==> src/rtl/div_sched_pkg.sv <==
// Shared types and constants for the divider sequencer.
package div_sched_pkg;

  typedef enum logic [2:0] {
    ST_IDLE,
    ST_START,
    ST_LAUNCH,
    ST_RUN,
    ST_RESP
  } state_e;

  localparam logic [31:0] DZ_QUOTIENT     = 32'hFFFF_FFFF;
  localparam int          DEFAULT_TIMEOUT = 48;

endpackage

==> src/rtl/div_sched_rr_arbiter.sv <==
// Combinational round-robin arbiter: grants the first request at or after ptr.
module rr_arbiter #(
  parameter int N  = 2,
  parameter int PW = (N > 1) ? $clog2(N) : 1
) (
  input  logic [N-1:0]  req,
  input  logic [PW-1:0] ptr,
  output logic [N-1:0]  grant,
  output logic [PW-1:0] next_ptr
);

  logic found;

  // NOTE: every output of a combinational block gets a default first so no path leaves it unassigned (no latch).
  always_comb begin
    grant    = '0;
    next_ptr = ptr;
    found    = 1'b0;
    // First pass covers ptr..N-1, second pass wraps around to 0..ptr-1.
    for (int i = 0; i < N; i++) begin
      if (!found && (i >= int'(ptr)) && req[i]) begin
        grant[i] = 1'b1;
        next_ptr = (i == N - 1) ? '0 : PW'(i + 1);
        found    = 1'b1;
      end
    end
    for (int i = 0; i < N; i++) begin
      if (!found && (i < int'(ptr)) && req[i]) begin
        grant[i] = 1'b1;
        next_ptr = (i == N - 1) ? '0 : PW'(i + 1);
        found    = 1'b1;
      end
    end
  end

endmodule

==> src/rtl/div_sched.sv <==
// Shares one iterative signed divider among N_REQ requesters, round-robin,
// with divide-by-zero bypass and a watchdog on the divider's busy signal.
module div_sched
  import div_sched_pkg::*;
#(
  parameter int N_REQ   = 2,
  parameter int TIMEOUT = DEFAULT_TIMEOUT,
  parameter int IDW     = 2
) (
  input  logic                  clock,
  input  logic                  reset_n,
  input  logic [N_REQ-1:0]      req_valid,
  output logic [N_REQ-1:0]      req_ready,
  input  logic [32*N_REQ-1:0]   req_dividend,
  input  logic [32*N_REQ-1:0]   req_divisor,
  output logic                  resp_valid,
  input  logic                  resp_ready,
  output logic [IDW-1:0]        resp_id,
  output logic [31:0]           resp_q,
  output logic [31:0]           resp_r,
  output logic                  resp_dz,
  output logic                  resp_err,
  output logic [31:0]           div_dividend,
  output logic [31:0]           div_divisor,
  output logic                  div_start,
  input  logic                  div_busy,
  input  logic [31:0]           div_q,
  input  logic [31:0]           div_r
);

  localparam int PW  = $clog2(N_REQ);
  localparam int WDW = $clog2(TIMEOUT + 1);

  state_e           state_q, state_d;
  logic [PW-1:0]    ptr_q, ptr_d, next_ptr;
  logic [WDW-1:0]   wdog_q, wdog_d;
  logic [IDW-1:0]   id_q, id_d;
  logic [31:0]      q_q, q_d, r_q, r_d;
  logic [31:0]      dvd_q, dvd_d, dvs_q, dvs_d;
  logic             dz_q, dz_d, err_q, err_d;
  logic [N_REQ-1:0] grant;
  logic [PW-1:0]    gnt_idx;
  logic [31:0]      sel_dvd, sel_dvs;

  rr_arbiter #(.N(N_REQ), .PW(PW)) u_arb (
    .req      (req_valid),
    .ptr      (ptr_q),
    .grant    (grant),
    .next_ptr (next_ptr)
  );

  always_comb begin
    gnt_idx = '0;
    sel_dvd = '0;
    sel_dvs = '0;
    for (int i = 0; i < N_REQ; i++) begin
      if (grant[i]) begin
        gnt_idx = PW'(i);
        sel_dvd = req_dividend[32*i +: 32];
        sel_dvs = req_divisor[32*i +: 32];
      end
    end
  end

  // NOTE: sequential state is updated with non-blocking assignments only.
  always_ff @(posedge clock or negedge reset_n) begin
    if (!reset_n) begin
      state_q <= ST_IDLE;
      ptr_q   <= '0;
      wdog_q  <= '0;
      id_q    <= '0;
      q_q     <= '0;
      r_q     <= '0;
      dvd_q   <= '0;
      dvs_q   <= '0;
      dz_q    <= 1'b0;
      err_q   <= 1'b0;
    end else begin
      state_q <= state_d;
      ptr_q   <= ptr_d;
      wdog_q  <= wdog_d;
      id_q    <= id_d;
      q_q     <= q_d;
      r_q     <= r_d;
      dvd_q   <= dvd_d;
      dvs_q   <= dvs_d;
      dz_q    <= dz_d;
      err_q   <= err_d;
    end
  end

  always_comb begin
    state_d = state_q;
    ptr_d   = ptr_q;
    wdog_d  = wdog_q;
    id_d    = id_q;
    q_d     = q_q;
    r_d     = r_q;
    dvd_d   = dvd_q;
    dvs_d   = dvs_q;
    dz_d    = dz_q;
    err_d   = err_q;
    unique case (state_q)
      ST_IDLE: begin
        if (|grant) begin
          ptr_d = next_ptr;
          id_d  = IDW'(gnt_idx);
          dvd_d = sel_dvd;
          dvs_d = sel_dvs;
          err_d = 1'b0;
          // A zero divisor is answered directly; the divider never starts.
          if (sel_dvs == '0) begin
            q_d     = DZ_QUOTIENT;
            r_d     = sel_dvd;
            dz_d    = 1'b1;
            state_d = ST_RESP;
          end else begin
            dz_d    = 1'b0;
            state_d = ST_START;
          end
        end
      end
      ST_START:  state_d = ST_LAUNCH;
      ST_LAUNCH: begin
        wdog_d  = '0;
        state_d = ST_RUN;
      end
      ST_RUN: begin
        wdog_d = wdog_q + 1'b1;
        if (!div_busy) begin
          q_d     = div_q;
          r_d     = div_r;
          dz_d    = 1'b0;
          err_d   = 1'b0;
          state_d = ST_RESP;
        end else if (wdog_d == WDW'(TIMEOUT)) begin
          q_d     = '0;
          r_d     = '0;
          err_d   = 1'b1;
          state_d = ST_RESP;
        end
      end
      ST_RESP: if (resp_ready) state_d = ST_IDLE;
      default: state_d = ST_IDLE;
    endcase
  end

  always_comb begin
    req_ready  = '0;
    div_start  = 1'b0;
    resp_valid = 1'b0;
    unique case (state_q)
      ST_IDLE:  if (reset_n) req_ready = grant;
      ST_START: div_start = 1'b1;
      ST_RESP:  resp_valid = 1'b1;
      default:  ;
    endcase
  end

  assign resp_id      = id_q;
  assign resp_q       = q_q;
  assign resp_r       = r_q;
  assign resp_dz      = dz_q;
  assign resp_err     = err_q;
  assign div_dividend = dvd_q;
  assign div_divisor  = dvs_q;

endmodule

==> config.mk <==
export PLATFORM = sky130hd
export DESIGN_NAME = div_sched
export DESIGN_NICKNAME = d
export VERILOG_FILES = /design/src/rtl/div_sched_pkg.sv /design/src/rtl/div_sched_rr_arbiter.sv /design/src/rtl/div_sched.sv
export SDC_FILE = /design/constraint.sdc
export NUM_CORES = 1
export LEC_CHECK = 0
export CORE_MARGIN = 2
export CORE_UTILIZATION = 44
export CTS_CLUSTER_DIAMETER = 100
export CTS_CLUSTER_SIZE = 12
export DETAILED_ROUTE_END_ITERATION = 8
export PLACE_DENSITY = 0.86
export SETUP_SLACK_MARGIN = 0.2
export SLEW_MARGIN = 20
export SYNTH_ARGS = -nofsm -noshare
export SYNTH_HDL_FRONTEND = slang
export SYNTH_SLANG_ARGS = --single-unit
==> constraint.sdc <==
create_clock -name clock -period 4.02 [get_ports clock]
set_input_delay 0.402 -clock clock [delete_from_list [all_inputs] [get_ports clock]]
set_output_delay 0.402 -clock clock [all_outputs]
set_load 0.01 [all_outputs]
==> impl_results.md, run 1 <==
* Nets@finish at around 1,100
* Number of global-route vias before repair at 6,396
* HP Class: primary input to async pin
* GPL Wtd Cong at 0.8577
* DR vias/cell at between 5 and 6
* Synth Area in Compound Gates at 23.49%
* Mapped Cells at 640
* Post-CTS setup buffer count at 0
* Peak VDD IR at 397.8 uV
* Die Y at approximately 130 um
* Final worst-path setup slack at between 1000 and 1500 ps
* Num CTS Buffers at 17
* H-tree depth at 4
* CTS Sinks at approximately 140
* Antenna violations before repair at 0
* CP Capture Type: output port
* Max-slew headroom at 38.75%
* Total power at 0.007864 W
* Post-synthesis register bit count at 141
* Synth Area in Adders at less than 1%
* Largest family of logic cells by synthesized area: compound AO/OA/AOI/OAI gates
* Clk buf depth at 2
* DP HPWL at 16.51 mm
* Worst slack at placement at just over 1000 ps
* Fillers at 1,068
* Clock Skews at 6.707 ps
* CTS tree: done
* Initial drt markers at 400
* Hold-fix buffers at CTS at 1
* Avg WL per Cell at 19.60 um
* Fmax at 354.6 MHz
* Worst Path Required at between 3000 and 4000 ps
* Period utilisation layout at 70.15%
* Inserted Diodes at 0
* Slew Limit Fails at 0
* Layout area overhead at 58.94%
* Starting Density at 44.99%
* Post-Synth Simple-Gate Area at 14.69%
* Gr ovfl total at 0
* Clk root buf: clkbuf_16
* Cell Rows at 45
* Final hold violation count at 0
* Number of flops mapped to enable cells by yosys at 0
* Setup CP Type: primary input to output port
* Worst EP arrival at 2420 ps
* Seq/Total Area, Yosys at 51.78%
* P_leak at 4.287 nW
* Post-synth top flop: dfrtp_1
* Largest net degree at the start of global routing at 73
* Startpoint Class: primary input
* Non-filler instance count after layout at 1,149
* CP max FO at 63
* MaxCap Viol Count at 0
* Core ar. at roughly 15,000 um2
* XOR/XNOR Fraction of Synth Area at 0%
* # IOs at 334
* Least-Margin Pin Slew at 918.8 ps
* Mapped Area at 6814 um2
* Distinct cells, synth at 41
* Pwr/cell area at 726.1 nW/um2
* Via count at 6,377
* Wirelength, routed at 22.52 mm
* Antenna Violating Nets Remaining at 0
* Die width at 128.4 um
* Post-route DRC at 0
* Outcome: complete, no violations
* Area of the multi-input gates at 3052 um2
* Final setup vio count at 0
* Commonest non-fill, non-tap cells in the layout: clkdlybuf4s50_1 (330), dfrtp_1 (141), nor2_1 (69)
* Total global-route track usage at 27.03%
* DRT Pass-1 Iters at 5
* Ys async rst share at 100.0%
* Port buffer count at approximately 330
* Reg area at 3528 um2
* Mux cell area share after synthesis at under 10%
* Clock Latency Late Sink at 420 ps
* Setup TNS at 0 ps
* Min cycle time layout at 2820 ps
* Die ar. at 16,500 um2
* First-pass GRT wire length at 33.92 mm
* Final core utilization at ~72%
* Resize count post-CTS at 0
* Clk slew on worst S/H paths at 60 ps
* Commonest non-fill, non-tap cell in the layout: clkdlybuf4s50_1
* Cell total after placement at 1,118
* Synth warn at 0
* Synth Net Count at 839
* Share of post-route cells with drive strength above 1 at 8.533%
* Syn_area_per_cell at 10.65 um2
* RSZ-0062 raised after global routing: false
[worst paths after layout]
check / depth (start not counted) / from / end / slack, ps
setup reg to reg: 6 / state_q[2] / div_dividend[7] / 1340
max in group asynchronous: 3 / reset_n / resp_q[23] / 2370
hold reg to reg: 2 / resp_id[0] / resp_id[0] / 480
hold / removal: 2 / reset_n / resp_r[21] / 430
setup / recovery: 5 / req_valid[1] / req_ready[1] / 1200
min in group clock: 2 / resp_id[0] / resp_id[0] / 480
[final cells by class]
class                   instances  area share (%)
inverters                       4          0.1386
clock inverters                 9          0.8780
clock buffers                  21           4.251
repair buffers                345           31.80
multi-input cells             441           28.18
flip-flops and latches        141           32.58
well taps                     188           2.172
[registers in the layout (all words and copies together), names as in the netlist]
name and flops:
div_dividend 32, div_divisor 32, resp_q 32, resp_r 32, wdog_q 6, state_q 3, ptr_q 1, resp_dz 1
resp_err 1, resp_id 1
[stage by stage]
stage | cell area (um2) | hold slack, ps
floorplan | 6814 | 106.4
global placement | 10260 | 305.3
detailed placement | 10260 | 310.8
CTS | 10830 | 434.7
global route | 10830 | 449.7
finish | 10830 | 434.9
[routing by layer]
layer	part of all wire [%]	wire, um	GRT usage [%]
met5	0	0	0
met4	3.0	683	11.64
met3	7.5	1691	6.944
met2	52	11630	48.28
met1	38	8507	30.65
[worst max-delay path, stage by stage]
cell and delay [ps]:
clkdlybuf4s50_1 590, a21boi_4 350, buf_12 300, and3_1 200, clkdlybuf4s50_1 560
[power by group]
group	total [W]	internal (W)	switching [W]
sequential	0.00250	0.00210	0.000408
combinational	0.00386	0.00207	0.00179
clock	0.00150	0.000930	0.000570
total	0.00786	0.00510	0.00277
[cell families after synthesis]
logic type,Yosys count
AOI/OAI and AO/OA,218
and+or+nand+nor,186
DFF,141
buffers and inverters,58
muxes,35
adders and majority gates,1
other,1
[synth_stat cells (all sizes together) (2+ instances only)]
master	n	area, um2
nand2	12	45.04
inv	4	15.01
nand2b	33	206.5
dfrtp	141	3528
a21oi	68	340.3
buf	17	120.1
and3	3	18.77
nand3b	33	247.7
o21ai	45	225.2
or2	2	15.02
a2bb2oi	30	450.4
o2bb2ai	2	17.52
nor2b	2	12.51
nor2	69	259.0
mux2	32	360.4
nor3	6	35.03
nand4	5	31.28
a22oi	64	480.5
nor4	16	100.1
nand3	3	15.01
clkbuf	37	138.9
mux2i	3	33.78
a21boi	2	15.01
No activity file was read; power rests on OpenSTA's default activity.
==> inputs of run 2 (changes only) <==
--- a/config.mk
+++ b/config.mk
@@ -6,11 +6,11 @@
 export NUM_CORES = 1
 export LEC_CHECK = 0
 export CORE_MARGIN = 2
-export CORE_UTILIZATION = 44
+export CORE_UTILIZATION = 41
 export CTS_CLUSTER_DIAMETER = 100
 export CTS_CLUSTER_SIZE = 12
 export DETAILED_ROUTE_END_ITERATION = 8
-export PLACE_DENSITY = 0.86
+export PLACE_DENSITY = 0.81
 export SETUP_SLACK_MARGIN = 0.2
 export SLEW_MARGIN = 20
 export SYNTH_ARGS = -nofsm -noshare
==> constraint.sdc (replaced) <==
create_clock -name clock -period 2.8 [get_ports clock]
set_input_delay 0.28 -clock clock [delete_from_list [all_inputs] [get_ports clock]]
set_output_delay 0.28 -clock clock [all_outputs]
set_load 0.01 [all_outputs]
==> impl_results.md, run 2 (synthesized netlist as in run 1, its figures left out) <==
* Int Pwr at 0.007673 W
* Initial drt markers at 335
* RSZ-0062 raised after global routing: false
* Via count at between 6,000 and 7,000
* Core ar. at 16,410 um2
* Sw Share at 34.16%
* Total power at roughly 0.012 W
* Least-Margin Pin Slew at 741.6 ps
* Num CTS Buffers at 17
* Max-slew headroom at 50.56%
* Flop pwr share at a little under a third
* Die ar. at 17,670 um2
* Post-CTS setup buffer count at 0
* Antenna violations before repair at 1
* Worst EP arrival at 2120 ps
* Sw power at 0.003980 W
* Reg area at roughly 3500 um2
* Setup TNS at 0 ps
* Die width at 132.9 um
* Outcome: complete, no violations
* CTS tree: done
* DRT Pass-1 Iters at 5
* CP Capture Type: output port
* Layout area overhead at 61.82%
* Gr ovfl total at 0
* Wirelength, routed at 22.00 mm
* Share of post-route cells with drive strength above 1 at 8.912%
* Clk slew on worst S/H paths at 60 ps
* # IOs at between 300 and 400
* Fmax at around 420 MHz
* GPL Wtd Cong at 0.8622
* Commonest non-fill, non-tap cells in the layout: clkdlybuf4s50_1 (330), dfrtp_1 (141), nor2_1 (69)
* Largest net degree at the start of global routing at 122
* First-pass GRT wire length at about 34 mm
* CP max FO at 7
* Avg WL per Cell at 18.55 um
* Fillers at 1,230
* Power share of the clock group at 21.0%
* Starting Density at about two fifths
* Clock Skews at between 6 and 7 ps
* Antenna Violating Nets Remaining at 0
* Clk root buf: clkbuf_16
* P_leak at between 4 and 5 nW
* Peak VDD IR at about 520 uV
* Clock Latency Late Sink at 410 ps
* Die Y at 132.9 um
* Port buffer count at 332
* Slew Limit Fails at 0
* HP Class: primary input to async pin
* Pwr/cell area at 1057 nW/um2
* DP HPWL at 16.22 mm
* Nets@finish at 1,152
* Final hold violation count at 0
* Final setup vio count at 0
* Cell Rows at 47
* Startpoint Class: flop
* Total global-route track usage at 25.09%
* Logic pwr share at between 40% and 50%
* Min cycle time layout at ~2400 ps
* Worst Path Required at 2520 ps
* Period utilisation layout at 85.82%
* Post-route DRC at 0
* Area of the multi-input gates at 3052 um2
* Commonest non-fill, non-tap cell in the layout: clkdlybuf4s50_1
* MaxCap Viol Count at 0
* H-tree depth at 4
* CTS Sinks at between 100 and 150
* Number of global-route vias before repair at 6,517
* Resize count post-CTS at 0
* Setup CP Type: flop to output port
* Clk buf depth at 2
* DR vias/cell at 5.355
## run 2: layout make-up
class,instances,area share [%]
clock inverters,11,1.725
clock buffers,20,4.051
well taps,220,2.496
repair buffers,348,31.90
inverters,4,0.1362
diodes,1,0.02269
flip-flops and latches,141,32.00
multi-input cells,441,27.68
## run 2: per-layer routing
metal	part of all wire [%]	track usage (%)
met1	39	28.57
met2	52	44.53
met3	7.4	7.893
met4	2.2	8.602
met5	0	0
## run 2: per-stage QoR
step	setup slack, ps	hold slack (ps)	utilization [%]	area, um2	instances
5_1_grt	220.0	347.4	67.21	11030	1186
3_5_place_dp	114.3	154.4	63.25	10380	1153
3_3_place_gp	225.6	153.7	63.25	10380	1153
4_1_cts	366.4	343.6	67.19	11020	1185
2_1_floorplan	735.8	-15.59	-	6814	640
6_report	397.0	358.0	67.21	11030	1186
## run 2: timing repair
action	in CTS	in global routing
setup endpoints to repair	0	0
hold buffers	1	0
endpoints found under the hold margin	20	0
## run 2: path summary, 6_finish.rpt
check	slack, ps	end	cells after the start	from
hold / removal	360	resp_r[0]	2	reset_n
max in group asynchronous	1530	wdog_q[2]	3	reset_n
min in group clock	430	state_q[2]	2	resp_ready
hold reg to reg	480	resp_r[4]	1	resp_r[4]
setup reg to reg	500	resp_r[15]	5	state_q[2]
setup / recovery	400	req_ready[1]	3	state_q[2]
## run 2: power groups by stage
stage | Clock [W] | Sequential, W | Combinational (W)
floorplan | 0 | 0.00397 | 0.00240
global placement | 0 | 0.00357 | 0.00555
detailed placement | 0 | 0.00360 | 0.00565
CTS | 0.00248 | 0.00359 | 0.00568
global route | 0.00257 | 0.00371 | 0.00606
finish | 0.00245 | 0.00358 | 0.00563
## run 2: critical path, stage by stage, from the launching register on
cell             delay, ps
dfrtp_1                430
nor3_2                 470
and3_1                 230
clkdlybuf4s50_1        570
